**src/rtl/instruction_fetch_unit_if.sv**
```systemverilog
// Fetch-side bus: instruction memory X/Y port plus the {instruction, pc} valid/ready channel to decode.
interface instruction_fetch_unit_if #(
  parameter int ADDR_BITS  = 4,
  parameter int DATA_WIDTH = 32,
  parameter int PC_WIDTH   = 2*ADDR_BITS+2
);
  logic [ADDR_BITS-1:0]  Mem_X_addr;
  logic [ADDR_BITS-1:0]  Mem_Y_addr;
  logic                  Mem_WriteEnable;
  logic [DATA_WIDTH-1:0] Mem_Data_in;
  logic [DATA_WIDTH-1:0] Mem_Data_out;
  logic                  Instr_valid;
  logic                  Instr_ready;
  logic [DATA_WIDTH-1:0] Instr_data;
  logic [PC_WIDTH-1:0]   Instr_pc;

  modport master (
    output Mem_X_addr, Mem_Y_addr, Mem_WriteEnable, Mem_Data_in,
    input  Mem_Data_out,
    output Instr_valid, Instr_data, Instr_pc,
    input  Instr_ready
  );

  modport slave (
    input  Mem_X_addr, Mem_Y_addr, Mem_WriteEnable, Mem_Data_in,
    output Mem_Data_out,
    input  Instr_valid, Instr_data, Instr_pc,
    output Instr_ready
  );
endinterface

```
**src/rtl/instruction_fetch_unit.sv**
```systemverilog
// PC holder / fetch issuer with a BUF_DEPTH skid FIFO; issue->valid is 2 cycles, 1 instr/cycle sustained.
// Credit-style issue never overruns the FIFO under decode backpressure; FETCH_MISALIGN_CHECK_EN adds Fetch_fault.
module instruction_fetch_unit #(
  parameter int                  ADDR_BITS  = 4,
  parameter int                  DATA_WIDTH = 32,
  parameter int                  PC_WIDTH   = 2*ADDR_BITS+2,
  parameter logic [PC_WIDTH-1:0] RESET_PC   = '0,
  parameter int                  BUF_DEPTH  = 2
) (
  input  logic                Clock,
  input  logic                Reset_n,
  input  logic                Fetch_en,
  input  logic                Redirect_valid,
  input  logic [PC_WIDTH-1:0] Redirect_pc,
`ifdef FETCH_MISALIGN_CHECK_EN
  output logic                Fetch_fault,
`endif
  instruction_fetch_unit_if.master bus
);

  localparam int CW = $clog2(BUF_DEPTH+1);
  localparam int PW = $clog2(BUF_DEPTH);

  logic [PC_WIDTH-1:0]   pc;
  logic [PC_WIDTH-1:0]   inflight_pc;
  logic                  inflight;
  logic [DATA_WIDTH-1:0] buf_dat [BUF_DEPTH];
  logic [PC_WIDTH-1:0]   buf_pc  [BUF_DEPTH];
  logic [PW-1:0]         rd_ptr;
  logic [PW-1:0]         wr_ptr;
  logic [CW-1:0]         occ;
  logic [CW:0]           pending;
  logic                  pop;
  logic                  push;
  logic                  issue;
  logic                  fault_blk;
  logic                  load_pc;
  logic [3:0]            unused_lo;

`ifdef FETCH_MISALIGN_CHECK_EN
  logic fault_q;
  assign fault_blk   = fault_q;
  assign load_pc     = (Redirect_pc[1:0] == 2'b00);
  assign Fetch_fault = fault_q;
`else
  assign fault_blk = 1'b0;
  assign load_pc   = 1'b1;
`endif

  assign unused_lo = {Redirect_pc[1:0], pc[1:0]};

  function automatic logic [PW-1:0] next_ptr(input logic [PW-1:0] p);
    return (p == PW'(BUF_DEPTH-1)) ? '0 : p + PW'(1);
  endfunction

  assign bus.Mem_X_addr      = pc[PC_WIDTH-1:ADDR_BITS+2];
  assign bus.Mem_Y_addr      = pc[ADDR_BITS+1:2];
  assign bus.Mem_WriteEnable = 1'b0;
  assign bus.Mem_Data_in     = '0;

  assign bus.Instr_valid = (occ != '0);
  assign bus.Instr_data  = buf_dat[rd_ptr];
  assign bus.Instr_pc    = buf_pc[rd_ptr];

  assign pop  = bus.Instr_valid & bus.Instr_ready;
  assign push = inflight & ~Redirect_valid;

  // Entries held plus the read still in the memory pipe, less the one leaving this cycle.
  assign pending = {1'b0, occ} + (CW+1)'(inflight) - (CW+1)'(pop);
  assign issue   = Fetch_en & ~Redirect_valid & ~fault_blk & (pending < (CW+1)'(BUF_DEPTH));

  always_ff @(posedge Clock or negedge Reset_n) begin
    if (!Reset_n) begin
      pc          <= RESET_PC;
      inflight_pc <= '0;
      inflight    <= 1'b0;
      rd_ptr      <= '0;
      wr_ptr      <= '0;
      occ         <= '0;
      for (int i = 0; i < BUF_DEPTH; i++) begin
        buf_dat[i] <= '0;
        buf_pc[i]  <= '0;
      end
`ifdef FETCH_MISALIGN_CHECK_EN
      fault_q <= 1'b0;
`endif
    end else if (Redirect_valid) begin
      inflight <= 1'b0;
      rd_ptr   <= '0;
      wr_ptr   <= '0;
      occ      <= '0;
      if (load_pc) begin
        pc <= {Redirect_pc[PC_WIDTH-1:2], 2'b00};
      end
`ifdef FETCH_MISALIGN_CHECK_EN
      if (!load_pc) begin
        fault_q <= 1'b1;
      end
`endif
    end else begin
      inflight <= issue;
      if (issue) begin
        inflight_pc <= pc;
        pc          <= pc + PC_WIDTH'(4);
      end
      if (push) begin
        buf_dat[wr_ptr] <= bus.Mem_Data_out;
        buf_pc[wr_ptr]  <= inflight_pc;
        wr_ptr          <= next_ptr(wr_ptr);
      end
      if (pop) begin
        rd_ptr <= next_ptr(rd_ptr);
      end
      occ <= occ + CW'(push) - CW'(pop);
    end
  end

  a_no_push_when_full: assert property (@(posedge Clock) disable iff (!Reset_n)
    !(push && !pop && (occ == CW'(BUF_DEPTH))));

endmodule

```
**src/flat_wrapper.sv**
```systemverilog
// flat-port wrapper written by rule: the top's interface ports become plain ports
module instruction_fetch_unit_flat 
#(
  parameter int                  ADDR_BITS  = 4,
  parameter int                  DATA_WIDTH = 32,
  parameter int                  PC_WIDTH   = 2*ADDR_BITS+2,
  parameter logic [PC_WIDTH-1:0] RESET_PC   = '0,
  parameter int                  BUF_DEPTH  = 2
)
  (Clock, Reset_n, Fetch_en, Redirect_valid, Redirect_pc, bus_Mem_X_addr, bus_Mem_Y_addr, bus_Mem_WriteEnable, bus_Mem_Data_in, bus_Mem_Data_out, bus_Instr_valid, bus_Instr_data, bus_Instr_pc, bus_Instr_ready);
  instruction_fetch_unit_if #(.ADDR_BITS(ADDR_BITS), .DATA_WIDTH(DATA_WIDTH), .PC_WIDTH(PC_WIDTH)) bus_i ();
  input  logic Clock;
  input  logic Reset_n;
  input  logic Fetch_en;
  input  logic Redirect_valid;
  input  logic [PC_WIDTH-1:0] Redirect_pc;
  output wire logic [$bits(bus_i.Mem_X_addr)-1:0] bus_Mem_X_addr;
  output wire logic [$bits(bus_i.Mem_Y_addr)-1:0] bus_Mem_Y_addr;
  output wire logic [$bits(bus_i.Mem_WriteEnable)-1:0] bus_Mem_WriteEnable;
  output wire logic [$bits(bus_i.Mem_Data_in)-1:0] bus_Mem_Data_in;
  input wire logic [$bits(bus_i.Mem_Data_out)-1:0] bus_Mem_Data_out;
  output wire logic [$bits(bus_i.Instr_valid)-1:0] bus_Instr_valid;
  output wire logic [$bits(bus_i.Instr_data)-1:0] bus_Instr_data;
  output wire logic [$bits(bus_i.Instr_pc)-1:0] bus_Instr_pc;
  input wire logic [$bits(bus_i.Instr_ready)-1:0] bus_Instr_ready;
  assign bus_Mem_X_addr = bus_i.Mem_X_addr;
  assign bus_Mem_Y_addr = bus_i.Mem_Y_addr;
  assign bus_Mem_WriteEnable = bus_i.Mem_WriteEnable;
  assign bus_Mem_Data_in = bus_i.Mem_Data_in;
  assign bus_i.Mem_Data_out = bus_Mem_Data_out;
  assign bus_Instr_valid = bus_i.Instr_valid;
  assign bus_Instr_data = bus_i.Instr_data;
  assign bus_Instr_pc = bus_i.Instr_pc;
  assign bus_i.Instr_ready = bus_Instr_ready;
  instruction_fetch_unit #(.ADDR_BITS(ADDR_BITS), .DATA_WIDTH(DATA_WIDTH), .PC_WIDTH(PC_WIDTH), .RESET_PC(RESET_PC), .BUF_DEPTH(BUF_DEPTH)) u_core (.Clock(Clock), .Reset_n(Reset_n), .Fetch_en(Fetch_en), .Redirect_valid(Redirect_valid), .Redirect_pc(Redirect_pc), .bus(bus_i));
endmodule
```
**config.mk**
```make
export PLATFORM = sky130hd
export DESIGN_NAME = instruction_fetch_unit_flat
export DESIGN_NICKNAME = d
export VERILOG_FILES = /design/src/rtl/instruction_fetch_unit_if.sv /design/src/rtl/instruction_fetch_unit.sv /design/src/flat_wrapper.sv
export SDC_FILE = /design/constraint.sdc
export NUM_CORES = 1
export LEC_CHECK = 0
export ABC_CLOCK_PERIOD_IN_PS = 7300
export BUFFER_PORTS_ARGS = -buffer_cell sky130_fd_sc_hd__buf_2
export CORE_MARGIN = 3
export CORE_UTILIZATION = 25
export CTS_CLUSTER_DIAMETER = 60
export DETAILED_ROUTE_END_ITERATION = 7
export SLEW_MARGIN = 20
export SYNTH_ARGS = -nofsm -noshare
export SYNTH_HDL_FRONTEND = slang
export SYNTH_SLANG_ARGS = --single-unit
```
**constraint.sdc**
```tcl
create_clock -name Clock -period 7.3 [get_ports Clock]
set_input_delay 1.46 -clock Clock [delete_from_list [all_inputs] [get_ports Clock]]
set_output_delay 1.46 -clock Clock [all_outputs]
set_load 0.01 [all_outputs]
```
==> run summary <==
The flow ran to the end, and the final reports show no timing, DRC or antenna violations. Leaving out fill and tap cells, the most frequent cell in the layout is mux2_2. The internal portion of the total power is 1.55 mW. The final critical delay including setup and external delays is 3.46 ns.

The buffers inserted during post-CTS setup optimization is 0. Global routing consumed, over all layers together, 9.88% of the routing resources. The share of total power in the clock network came out at 22.5%. The HPWL after detailed placement is 6670 µm. The leakage power summed over all cells is 2.74 nW.

The top cell types in the final layout, fill and taps aside, are 120 x mux2_2, 100 x dfrtp_1, 92 x buf_2. The number of rows in the core area is 49. For the final routed database, the setup TNS stands at 0 ns. The clock arrives with 0.00595 ns of skew. After clock tree synthesis, the repair step resized 0 gates. The min-delay analysis places its worst path in the category flip-flop to flip-flop. The startpoint identified for the worst register-to-register timing path is u_core.occ[1]$_DFF_PN0_. The DRC violation count after routing is 0. Among all flip-flop cells after synthesis, the most frequent one is dfrtp_1.

The via density per instance came out at 4.27. In the post-synthesis netlist, the biggest area contributors are dfrtp_1 53%, mux2_2 29%, buf_4 5.9%. The total count of max-transition violations in the final report came out at 0. The area growth from synthesis to layout came out at 18.7%. In this run the power spent charging and discharging nets is 0.745 mW.

Fill cells in the final layout number 1874. The later pin in the worst-skew pair is clocked with a latency of 0.35 ns. The largest single stage delay on the critical path is approximately 1.1 ns. Data on the critical path arrives at its endpoint at 2.00 ns. Measured against its own limit, the worst slew margin works out to 30.2%. The slowest stage of the critical path is the dfrtp_2 cell. During I/O placement, the number of pins put on the boundary was 131. The total of endpoints with negative setup slack in the final report is 0.

The share of cells above drive strength 1 came out at 52.2%. OpenSTA, run right after detailed placement, puts the worst setup slack at 3.49 ns. The number of synthesized register bits is 101. The endpoint class of the critical path is an output pin. The post-synthesis average cell area came out at 13.1 µm².

The number of inserted diodes is 0. The portion of total power attributed to combinational logic is a little over a third. The signal on the critical path passes through mux2_2 -> buf_2.

The count of endpoints failing hold in the final timing report is 0. The critical path is of the flip-flop to output pin type. Summing every instance area after synthesis gives about 4700 µm². CTS built an H-tree with a depth of 3. The effective utilization at floorplan is 25.9%. The number of nets with antenna violations after detailed routing is 0. The register area share after synthesis came out at 53.5%. After synthesis, the share of flip-flops with an asynchronous set or reset is 100%.

The largest voltage drop on the vdd net came out at approximately 0.12 mV. In the finished design, the share of the clock period the worst path needs comes to a little under half. Setup repair after global routing left no endpoint under its margin. The die outline width is 144 µm.

Setup slack closes at about 3.8 ns. The critical-path maximum fanout is 41. The maximum clock rate came out at 289 MHz.

The final routed wirelength across all metal layers came out at 9770 µm. The number of global-route vias before repair is 3170. The share of total power consumed by net switching came out at 32.4%. The via count is between 2k and 3k. The share of total power dissipated in sequential elements is approximately two fifths. The largest net degree at the start of global routing is 57.

The number of cells produced by synthesis came out at 360. The area of the die came out at 20600 µm². The detailed router finished its first iteration with 116 violations. Buffers placed on the I/O ports in this run total 93. The global-route congestion overflow total is 0. The CTS clock-pin slew for the worst setup and hold paths is 0.07 ns. In this run, synthesis inferred 0 flip-flops with an integrated enable.

The initial antenna violation count came out at 0. The first-pass GRT wire length came out at 15900 µm. The total iterations of the first detailed-routing run came out at 4.

The required time at the worst-slack endpoint is 5.84 ns. The routability-driven placement congestion ratio is 0.743. The root buffer cell chosen for the clock tree is clkbuf_16. The kind of start point of the critical path is a flip-flop. The worst-case clock buffer depth came out at 2. The final standard cell utilization of the core is 30.7%. The number of hold buffers added after CTS was 0. In this run the most critical hold path is launched from u_core.inflight_pc[5]$_DFFE_PN0P_. In this run the critical register-to-register path is captured at u_core.pc[2]$_DFFE_PN0P_. For hold timing, the worst endpoint is u_core.inflight_pc[5]$_DFFE_PN0P_. The wire length per cell after detailed routing is between 10 and 15 µm. The CTS tree is built. The tool flagged a number of max-cap violations equal to 0. The worst register-to-register path has a depth of 9. The slew at the pin closest to its max-slew limit came out at 1.05 ns. The vertical die dimension is around 140 µm. CTS saw 101 sinks.

The setup slack of the most critical reg-to-reg path came out at 4.30 ns. The net count of the finished layout is roughly 500. The power density of the placed cells came out at 410 nW/µm². The biggest area contributor in the post-synthesis netlist is dfrtp_1. The post-layout total power came out at 2.30 mW. The worst hold path passes through 2 cells. The fraction of post-synthesis cell area in the top cell type by area came out at 53.5%. The post-synthesis cell type count is 29. The number of clock buffers added by TritonCTS is 9. The number of warning messages in the yosys log came out at 0.

The total area inside the core boundary comes to around 18000 µm².
==> cell families after synthesis <==
logic type / share of synthesized area, %
xor+xnor: 1.30
mux: 28.6
flops: 53.5
buf+inv: 7.81
simple gates: 5.19
compound gates: 2.38
other cells: 0.0793
fa+ha+maj: 1.22
==> synthesized netlist by cell type, types with 2 or more instances <==
| library cell | count |
|---|---|
| mux2_2 | 120 |
| dfrtp_1 | 101 |
| buf_4 | 37 |
| nand2_1 | 36 |
| buf_2 | 10 |
| o311ai_0 | 6 |
| inv_1 | 5 |
| nor2_1 | 5 |
| nand3_1 | 4 |
| xor2_1 | 4 |
| buf_1 | 3 |
| clkbuf_1 | 3 |
| ha_1 | 3 |
| nor2b_1 | 3 |
| xnor2_1 | 3 |
| a221o_1 | 2 |
| or2_2 | 2 |
| or3_1 | 2 |
==> power by group through the flow <==
stage | Sequential, mW | Combinational (mW) | Clock [mW]
final | 0.949 | 0.833 | 0.516
after detailed placement | 0.964 | 0.849 | 0
after CTS | 0.953 | 0.855 | 0.538
after global placement | 0.939 | 0.828 | 0
after floorplan | 0.884 | 0.642 | 0
after global routing | 0.985 | 0.926 | 0.558
==> registers in the layout (all words and copies together) (netlist names) <==
name	count
u_core.rd_ptr	1
u_core.pc	8
u_core.buf_dat	64
u_core.buf_pc	16
u_core.occ	2
u_core.inflight_pc	8
u_core.wr_ptr	1
u_core.inflight	1
==> final cells by class <==
cell class	instances	area, µm²	share of cell area, %
flip-flops and latches	101	2530	45.1
clock buffers	10	229	4.08
multi-input cells	235	1970	35.2
repair buffers	95	483	8.61
clock inverters	6	91.3	1.63
inverters	5	18.8	0.334
well taps	229	287	5.11
==> worst max-delay path by stage <==
stage               cells past startpoint  slack [ns]                        to                      start
global placement                        9        3.55  u_core.pc[2]$_DFFE_PN0P_            bus_Instr_ready
CTS                                     2        3.75           bus_Instr_pc[8]  u_core.rd_ptr$_DFFE_PN0P_
floorplan                               8        4.12  u_core.pc[8]$_DFFE_PN0P_            bus_Instr_ready
global route                            9        3.62  u_core.pc[2]$_DFFE_PN0P_            bus_Instr_ready
finish                                  2        3.84           bus_Instr_pc[9]  u_core.rd_ptr$_DFFE_PN0P_
detailed placement                      9        3.49  u_core.pc[2]$_DFFE_PN0P_            bus_Instr_ready
==> per-stage QoR <==
| stage | cell area [µm²] | hold slack [ns] | cells |
|---|---|---|---|
| 5_1_grt | 5610 | 0.515 | 681 |
| 3_5_place_dp | 5290 | 0.487 | 665 |
| 3_3_place_gp | 5290 | 0.481 | 665 |
| 2_1_floorplan | 4860 | 0.458 | 394 |
| 4_1_cts | 5610 | 0.504 | 681 |
| 6_report | 5610 | 0.500 | 681 |
==> layer usage <==
layer	GRT usage, %	wire length (µm)	vias up
met4	5.25	228	0
met3	2.13	446	15
met2	16.9	4950	74
met5	0	0	-
met1	11.6	4140	1465
li1	-	-	1351
==> worst max-delay path, delay by kind of cell (launching register included) <==
family   cells  cell delay, ns
flops        1            1.06
mux          1            0.43
buf+inv      1            0.16
Note: power is estimated with default switching activity, not from simulation.
